==> config.mk <==
export PLATFORM = sky130hd
export DESIGN_NAME = rhythm_seq
export DESIGN_NICKNAME = d
export VERILOG_FILES = /design/src/rtl/rhythm_seq.sv
export SDC_FILE = /design/constraint.sdc
export NUM_CORES = 1
export LEC_CHECK = 0
export CORE_MARGIN = 2
export CORE_UTILIZATION = 25
export DETAILED_ROUTE_END_ITERATION = 10
export HOLD_SLACK_MARGIN = 0.06
export PLACE_DENSITY = 0.52
export SYNTH_ARGS = -nofsm -noshare
export SYNTH_HDL_FRONTEND = slang
export SYNTH_SLANG_ARGS = --single-unit
==> constraint.sdc <==
create_clock -name clk -period 2.3 [get_ports clk]
set_input_delay 0.575 -clock clk [delete_from_list [all_inputs] [get_ports clk]]
set_output_delay 0.575 -clock clk [all_outputs]
set_load 0.02 [all_outputs]
==> src/rtl/rhythm_seq.sv <==
// rhythm_seq -- step sequencer driven by an upstream tempo tick.
//
// Plays one pattern step per rising edge of tick_in. Each step holds a
// hit bit and an optional accent bit. A hit raises beat for GATE_LEN clk
// cycles; a new tick retriggers the gate. bar_start pulses when step 0 plays.
//
// Optional feature macro: RHYTHM_SEQ_ACCENT_EN
//   defined   -> per-step accent bit is stored and driven on accent
//   undefined -> accent bit is not stored, accent output tied low
//
// Ports:
//   clk        in   system clock, rising edge
//   reset      in   synchronous, active-low reset
//   tick_in    in   tempo clock level (clk-synchronous)
//   enable     in   run request; low stops and rewinds
//   pat_we     in   pattern write strobe
//   pat_addr   in   [3:0] step index to write (>= STEPS ignored)
//   pat_data   in   [1:0] bit0 = hit, bit1 = accent
//   step       out  [3:0] index of the step most recently played
//   beat       out  gate pulse for a hit step
//   accent     out  accent flag, valid while beat is high
//   bar_start  out  one-cycle pulse when step 0 plays
module rhythm_seq #(
  parameter int STEPS    = 16,
  parameter int GATE_LEN = 4
) (
  input  logic       clk,
  input  logic       reset,
  input  logic       tick_in,
  input  logic       enable,
  input  logic       pat_we,
  input  logic [3:0] pat_addr,
  input  logic [1:0] pat_data,
  output logic [3:0] step,
  output logic       beat,
  output logic       accent,
  output logic       bar_start
);

  localparam logic [3:0] LAST_STEP   = 4'(STEPS - 1);
  // The play cycle itself counts as the first gate cycle, so the counter
  // holds the number of cycles still to go after it.
  localparam logic [7:0] GATE_RELOAD = 8'(GATE_LEN - 1);

  typedef enum logic [1:0] {
    S_IDLE  = 2'd0,
    S_ARMED = 2'd1,
    S_RUN   = 2'd2
  } state_t;

  state_t      state_q, state_d;
  logic        tick_q;
  logic        tick_event;
  logic        play;
  logic [3:0]  play_idx;
  logic [3:0]  step_q, step_d;
  logic        beat_q, beat_d;
  logic        bar_q, bar_d;
  logic [7:0]  gate_q, gate_d;
  // Sized to the full address range so the 4-bit step index never needs
  // bounds handling; entries at or above STEPS stay zero forever.
  logic [15:0] hit_q;

  assign tick_event = tick_in & ~tick_q;
  assign play       = enable & tick_event & ((state_q == S_ARMED) | (state_q == S_RUN));
  // The arming tick always starts the bar at step 0.
  assign play_idx   = ((state_q == S_ARMED) || (step_q == LAST_STEP)) ? 4'd0 : step_q + 4'd1;

  // Pattern storage: only indices below STEPS are ever written.
  always_ff @(posedge clk) begin
    if (!reset) begin
      hit_q <= '0;
    end else if (pat_we) begin
      for (int i = 0; i < STEPS; i++) begin
        if (pat_addr == 4'(i)) hit_q[i] <= pat_data[0];
      end
    end
  end

`ifdef RHYTHM_SEQ_ACCENT_EN
  logic [15:0] acc_q;
  logic        accent_q, accent_d;

  always_ff @(posedge clk) begin
    if (!reset) begin
      acc_q <= '0;
    end else if (pat_we) begin
      for (int i = 0; i < STEPS; i++) begin
        if (pat_addr == 4'(i)) acc_q[i] <= pat_data[1];
      end
    end
  end

  assign accent = accent_q;
`else
  logic unused_pat_accent;
  assign unused_pat_accent = pat_data[1];
  assign accent            = 1'b0;
`endif

  // State register
  always_ff @(posedge clk) begin
    if (!reset) state_q <= S_IDLE;
    else        state_q <= state_d;
  end

  // Next-state logic
  always_comb begin
    state_d = state_q;
    case (state_q)
      S_IDLE:  if (enable) state_d = S_ARMED;
      S_ARMED: begin
        if (!enable)         state_d = S_IDLE;
        else if (tick_event) state_d = S_RUN;
      end
      S_RUN:   if (!enable) state_d = S_IDLE;
      default: state_d = S_IDLE;
    endcase
  end

  // Output / datapath next-state logic
  always_comb begin
    step_d   = step_q;
    beat_d   = beat_q;
    bar_d    = 1'b0;
    gate_d   = gate_q;
`ifdef RHYTHM_SEQ_ACCENT_EN
    accent_d = accent_q;
`endif
    if (state_d == S_IDLE) begin
      // Leaving the run rewinds and silences everything at once.
      step_d   = 4'd0;
      beat_d   = 1'b0;
      gate_d   = 8'd0;
`ifdef RHYTHM_SEQ_ACCENT_EN
      accent_d = 1'b0;
`endif
    end else if (play) begin
      // Pattern is read before any same-cycle write lands, so a write to the
      // step being played only affects its next play.
      step_d   = play_idx;
      bar_d    = (play_idx == 4'd0);
      beat_d   = hit_q[play_idx];
      gate_d   = hit_q[play_idx] ? GATE_RELOAD : 8'd0;
`ifdef RHYTHM_SEQ_ACCENT_EN
      accent_d = hit_q[play_idx] & acc_q[play_idx];
`endif
    end else if (beat_q) begin
      if (gate_q == 8'd0) begin
        beat_d   = 1'b0;
`ifdef RHYTHM_SEQ_ACCENT_EN
        accent_d = 1'b0;
`endif
      end else begin
        gate_d = gate_q - 8'd1;
      end
    end
  end

  // Datapath registers
  always_ff @(posedge clk) begin
    if (!reset) begin
      tick_q   <= 1'b0;
      step_q   <= 4'd0;
      beat_q   <= 1'b0;
      bar_q    <= 1'b0;
      gate_q   <= 8'd0;
`ifdef RHYTHM_SEQ_ACCENT_EN
      accent_q <= 1'b0;
`endif
    end else begin
      tick_q   <= tick_in;
      step_q   <= step_d;
      beat_q   <= beat_d;
      bar_q    <= bar_d;
      gate_q   <= gate_d;
`ifdef RHYTHM_SEQ_ACCENT_EN
      accent_q <= accent_d;
`endif
    end
  end

  assign step      = step_q;
  assign beat      = beat_q;
  assign bar_start = bar_q;

endmodule

== After elaboration in Yosys (flattened, before gate mapping) ==
Index checks and enable logic that the tools add are counted.

* Flip-flop bits (word level): 33
* Input bits: 11
* Logic and storage cells: 92

* $add $sub $neg: 2
* Order comparisons: 1
* Equal/unequal tests: 19
* Mux-type cells: 15
* Bitwise gates (word level): 7
* Reductions and logical operators: 26

{| class="wikitable"
|+ Operators by type and width
! kind !! number
|-
| $eq A4 B4 Y1 const B || 9
|-
| $reduce_and A2 Y1 || 17
|-
| $mux W8 || 3
|-
| $eq A4 B3 Y1 const B || 4
|-
| $mux W2 || 5
|-
| $eq A4 B2 Y1 const B || 2
|-
| $logic_not A4 Y1 || 2
|-
| $logic_not A8 Y1 || 1
|-
| $sub A8 B1 Y8 const B || 1
|-
| $pmux W2 S3 || 1
|-
| $lt A4 B5 Y1 const B || 1
|-
| $add A4 B1 Y4 const B || 1
|-
| $bmux W1 S4 || 1
|-
| $eq A4 B1 Y1 const B || 1
|-
| $logic_not A2 Y1 || 2
|-
| $mux W1 || 4
|-
| $mux W4 || 1
|-
| $and A1 B1 Y1 || 3
|-
| $not A1 Y1 || 3
|-
| $reduce_or A3 Y1 || 1
|-
| $eq A2 B1 Y1 const B || 1
|-
| $eq A2 B2 Y1 const B || 1
|-
| $ne A2 B2 Y1 const B || 1
|-
| $reduce_bool A2 Y1 || 1
|-
| other kinds (3) || 3
|}

== Logic depth before layout (Yosys ltp) ==
* Depth after elaboration: 7
* Mapped depth: 9
* Mapped depth without buffers: 8

== Least setup slack after synthesis ==
Ideal clock, no wire load.

* Path kind: reg-to-reg
* From: register step_q[0], in the netlist step[0]
* To: register gate_q[0]
* Library setup time: 0.142 ns
* Arrival time: 1.896 ns
* Required time: 2.158 ns
* Path slack: 0.262 ns
* Stages on the path, launching flop included: 8
* Path buffers: 0
* Path through: dfxtp_1 > ha_1 > xnor2_2 > or4_1 > o311a_1 > o21bai_2 > a2bb2oi_2 > o22ai_1

* Cells in the longest elaborated chain, start to end: 7
* Elaborated cells between the ends (all ways): 8
* Classes of those cells: add/sub: 1; eq/ne: 1; mux: 5; reduce/logical: 1

{| class="wikitable"
|+ RTL lines
! item !! RTL line !! source
|-
| start: declaration || 56 || <nowiki>logic [3:0] step_q, step_d;</nowiki>
|-
| start signal: assignment || 173 || <nowiki>step_q <= step_d;</nowiki>
|-
| branches (longest 2 deep; another with $add A4 B1 Y4) || -- ||
|-
| $mux W4 * || 67 || <nowiki>assign play_idx = ((state_q == S_ARMED) || (step_q == LAST_STEP)) ? 4'd0 : step_q + 4'd1;</nowiki>
|-
| $bmux W1 S4 * || 144 || <nowiki>gate_d = hit_q[play_idx] ? GATE_RELOAD : 8'd0;</nowiki>
|-
| $mux W1 (implied by the code) * || 144 ||
|-
| $mux W2 * || 144 ||
|-
| $mux W8 * || 138 || <nowiki>end else if (play) begin</nowiki>
|-
| end signal: assignment || 176 || <nowiki>gate_q <= gate_d;</nowiki>
|-
| end: declaration || 59 || <nowiki>logic [7:0] gate_q, gate_d;</nowiki>
|}

Every way passes the cells marked *. The select of a mux whose other input is x is not followed.
A chain may end at the register's enable or synchronous reset.

== Worst setup path after layout ==
* From: input port tick_in
* To: register bar_q, in the netlist bar_start

* Cells in the longest elaborated chain, start to end: 6
* Elaborated cells between the ends (all ways): 9
* Classes of those cells: mux: 3; bitwise: 4; reduce/logical: 2

{| class="wikitable"
|+ RTL lines
! item !! RTL line !! source
|-
| start: declaration || 29 || <nowiki>input logic tick_in,</nowiki>
|-
| $and A1 B1 Y1 * || 64 || <nowiki>assign tick_event = tick_in & ~tick_q;</nowiki>
|-
| $mux W2 || 114 || <nowiki>else if (tick_event) state_d = S_RUN;</nowiki>
|-
| $mux W2 || 113 || <nowiki>if (!enable) state_d = S_IDLE;</nowiki>
|-
| $pmux W2 S3 || 110 || <nowiki>case (state_q)</nowiki>
|-
| $logic_not A2 Y1 || 130 || <nowiki>if (state_d == S_IDLE) begin</nowiki>
|-
| $reduce_or A3 Y1 (no line) * || -- ||
|-
| end signal: assignment || 175 || <nowiki>bar_q <= bar_d;</nowiki>
|-
| end: declaration || 58 || <nowiki>logic bar_q, bar_d;</nowiki>
|}

Every way passes the cells marked *; elsewhere a longest branch is shown, timed or not.

==> summary.txt <==
Drt
  – Via/cell ratio: 4.49
  – Routed Antenna Nets: 0
  – Vias: 1575
  – First-pass detailed-route iteration total: 4
  – DRC viols: 0
  – DR WL/cell: 11.3 um
  – Post-Route WL: 3.96 mm
  – 1st-iter DRT viols: 32

Logic synthesis
  – Post-synth EDFFs: 0
  – Compound-Gate Fraction of Synth Area: 25.4%
  – Warnings from Yosys: 0
  – Synth top area cells: dfxtp_1, nor2_1, a21boi_0, nand2_1, ha_1
  – Post-synth cell types: 55
  – Mean Syn Cell Area: 8.32 um^2
  – Mapped Nets: 242
  – Xor/xnor cell area share of the yosys netlist: 3.22%
  – Async SR Flop Fraction: 0%
  – Seq cells post-synth: 33
  – Mapped cell area: 0.00186 mm^2
  – Post-synth top flop: dfxtp_1
  – Largest family of logic cells by synthesized area: simple AND/OR/NAND/NOR gates
  – Sequential fraction of the synthesis area: 35.5%
  – Post-synthesis mux area share: 2.15%
  – Synth top area share: 35.5%
  – Post-synth top area cell: dfxtp_1
  – Post-synthesis cell count: 224
  – Simple logic cell fraction of the synthesized area: 25.5%
  – Adder-Cell Fraction of Synth Area: 4.70%

Global route
  – Vias in the first global route: 1529
  – Number of antenna violations at the first check in global routing: 0
  – Gr usage total: 10.5%
  – Pin count of the biggest net entering global routing: 18
  – Global-route wire length before repair: 7.08 mm
  – Grt ovf: 0

Clock network
  – Clock transition at path regs: 0.06 ns
  – Post_cts resized: 0
  – CTS root buffer: clkbuf_8
  – H-tree Lvls: 2
  – CTS Sinks: 33
  – TritonCTS buffer count: 5
  – Clock buffer depth: 2
  – Worst-skew pair later-pin latency: 0.28 ns
  – Hold_buf cts: 0
  – CTS tree: yes
  – Post-CTS Setup Bufs: 0

Floorplanning
  – Chip height: 90.3 um
  – Die ar.: 0.00816 mm^2
  – IO Pins: 18
  – Row count: 31
  – Initial Util: 25.7%
  – Die X: 90.3 um
  – Core area: 0.00725 mm^2

Timing
  – Unrepaired setup endpoints after global routing: false
  – Worst hold margin: 0.484 ns
  – Fin. max-slew vios: 0
  – Fmax: 473 MHz
  – Period utilisation layout: 91.9%
  – Final WS setup: 0.186 ns
  – Worst Skew: 0.00497 ns
  – Minimum clock period: 2.11 ns
  – Setup TNS: 0 ns
  – Final Hold Fails: 0
  – Final setup violation count: 0

Layout
  – Final nets: 269
  – Layout overhead on the synthesized area: 22.2%
  – Fillers: 788
  – Finished Cell Area: 0.00228 mm^2
  – Register area: 661 um^2
  – Number of non-filler instances in the completed layout: 351
  – Util after Layout: 31.4%
  – Proportion of layout cells with a drive suffix above 1: 12.7%
  – Antenna fix cells: 0
  – Multi-input gate area in the final layout: 0.00114 mm^2

Setup path
  – CP max stage delay: 0.47 ns
  – CP startpoint kind: input port
  – Crit path buf inv count: 1
  – CP Data Required Time: 2.48 ns
  – Crit path kind: input port to flop
  – Slowest-stage cell, CP: clkdlybuf4s50_1
  – FF-to-FF Start: step[1]
  – CP Max Fanout: 4
  – Arr. time, crit path: 2.30 ns
  – FF-to-FF path depth: 7
  – Type of destination of the critical path: flop
  – Worst-path cell chain: clkdlybuf4s50_1 > nor2b_4 > a21oi_2 > a2111oi_4 > nor2_2 > or2_1 > nor4_2
  – CP top delay family: simple AND/OR/NAND/NOR gates
  – R2r setup slk: 0.28 ns
  – RR Endpoint: beat

Place
  – Post-DP HPWL: 3.01 mm
  – Number of I/O port buffers: 15
  – Gpl congestion: 0.696
  – Placed Area: 0.00219 mm^2
  – Place WS: -0.0973 ns
  – DP Cell Count: 343

Pwr
  – Max VDD drop: 165 uV
  – Pwr per Cell Area: 498 mW/mm^2
  – Leakage power: 0.751 nW
  – Pwr Total: 1.13 mW

Hold path
  – WHS Endpoint: hit_q[4]
  – Beginning of the worst hold path: hit_q[4]
  – Hold/Removal Path Class: flop to flop
  – Hold Path Stages: 2

Status
  – Status: completed

Run
  – Max_cap viols: 0
synthesized netlist by cell type, drive strengths merged (2+ instances only):
cell,instances
o22ai,2
a21oi,10
buf,3
nor3b,2
o221ai,2
mux2i,4
or3,2
xnor2,3
o21bai,2
nand2,25
dfxtp,33
a21boi,14
a31oi,2
a211oi,4
or2,2
clkbuf,4
nand2b,5
nand3b,3
ha,7
nor2,32
o21ai,18
nand3,8
nor4,3
and2,2
xor2,3
nor2b,5
inv,7
a2bb2oi,2
sequential cells by signal, indices dropped and copies added, names as in the netlist:
| signal | count |
|---|---|
| tick_q | 1 |
| bar_start | 1 |
| gate_q | 8 |
| beat | 1 |
| state_q | 2 |
| hit_q | 16 |
| step | 4 |
logic make-up (layout without fill, tap and decap cells):
logic type,after synthesis,after routing
and+or+nand+nor,94,94
AOI/OAI and AO/OA,64,64
DFF,33,33
buffers and inverters,15,43
adders and majority gates,7,7
xor gates and xnor gates,6,6
muxes,4,4
other,1,1
cell type report:
type | instances | share of cell area (%)
timing repair buffer | 27 | 10.5
tap | 99 | 5.44
clock buffer | 8 | 3.52
sequential | 33 | 29.0
multi-input combinational | 176 | 50.2
inverter | 8 | 1.32
how the worst max path moves through the flow:
stage                          start         to  cells past startpoint
after detailed placement     tick_in  bar_start                      7
after floorplan              step[0]  gate_q[0]                      7
after CTS                 state_q[1]  bar_start                      7
final                        tick_in  bar_start                      7
after global placement       tick_in  bar_start                      7
after global routing         tick_in  bar_start                      7
layout by cell type (no fill, tap or decap), types with 4 or more instances in the layout:
cell,n
clkdlybuf4s50_1,15
ha_1,6
dfxtp_1,33
a21oi_1,9
nand3_1,8
o21ai_0,16
nand2_1,25
mux2i_1,4
clkbuf_8,5
nor2_1,31
inv_1,7
nand2b_1,5
nor2b_1,4
a21boi_0,14
buf_4,12
power by group:
| part | switching, mW | internal (mW) | leakage, nW |
|---|---|---|---|
| logic | 0.0802 | 0.0650 | 0.445 |
| clock network | 0.192 | 0.215 | 0.0395 |
| registers | 0.00417 | 0.578 | 0.267 |
| total | 0.276 | 0.858 | 0.751 |
per-layer routing:
layer	part of all wire, %	vias to the layer above	global-route usage, %
met3	2.7	7	2.25
met2	46	21	17.2
met4	1.2	0	3.46
met1	50	709	13.8
met5	0	-	0
li1	-	838	-
worst min-delay path, cell delays in order (launching register included):
cell and delay [ns]:
dfxtp_1 0.31, o21ai_0 0.06, a21boi_0 0.07
Power figures use the tool's default switching activity.
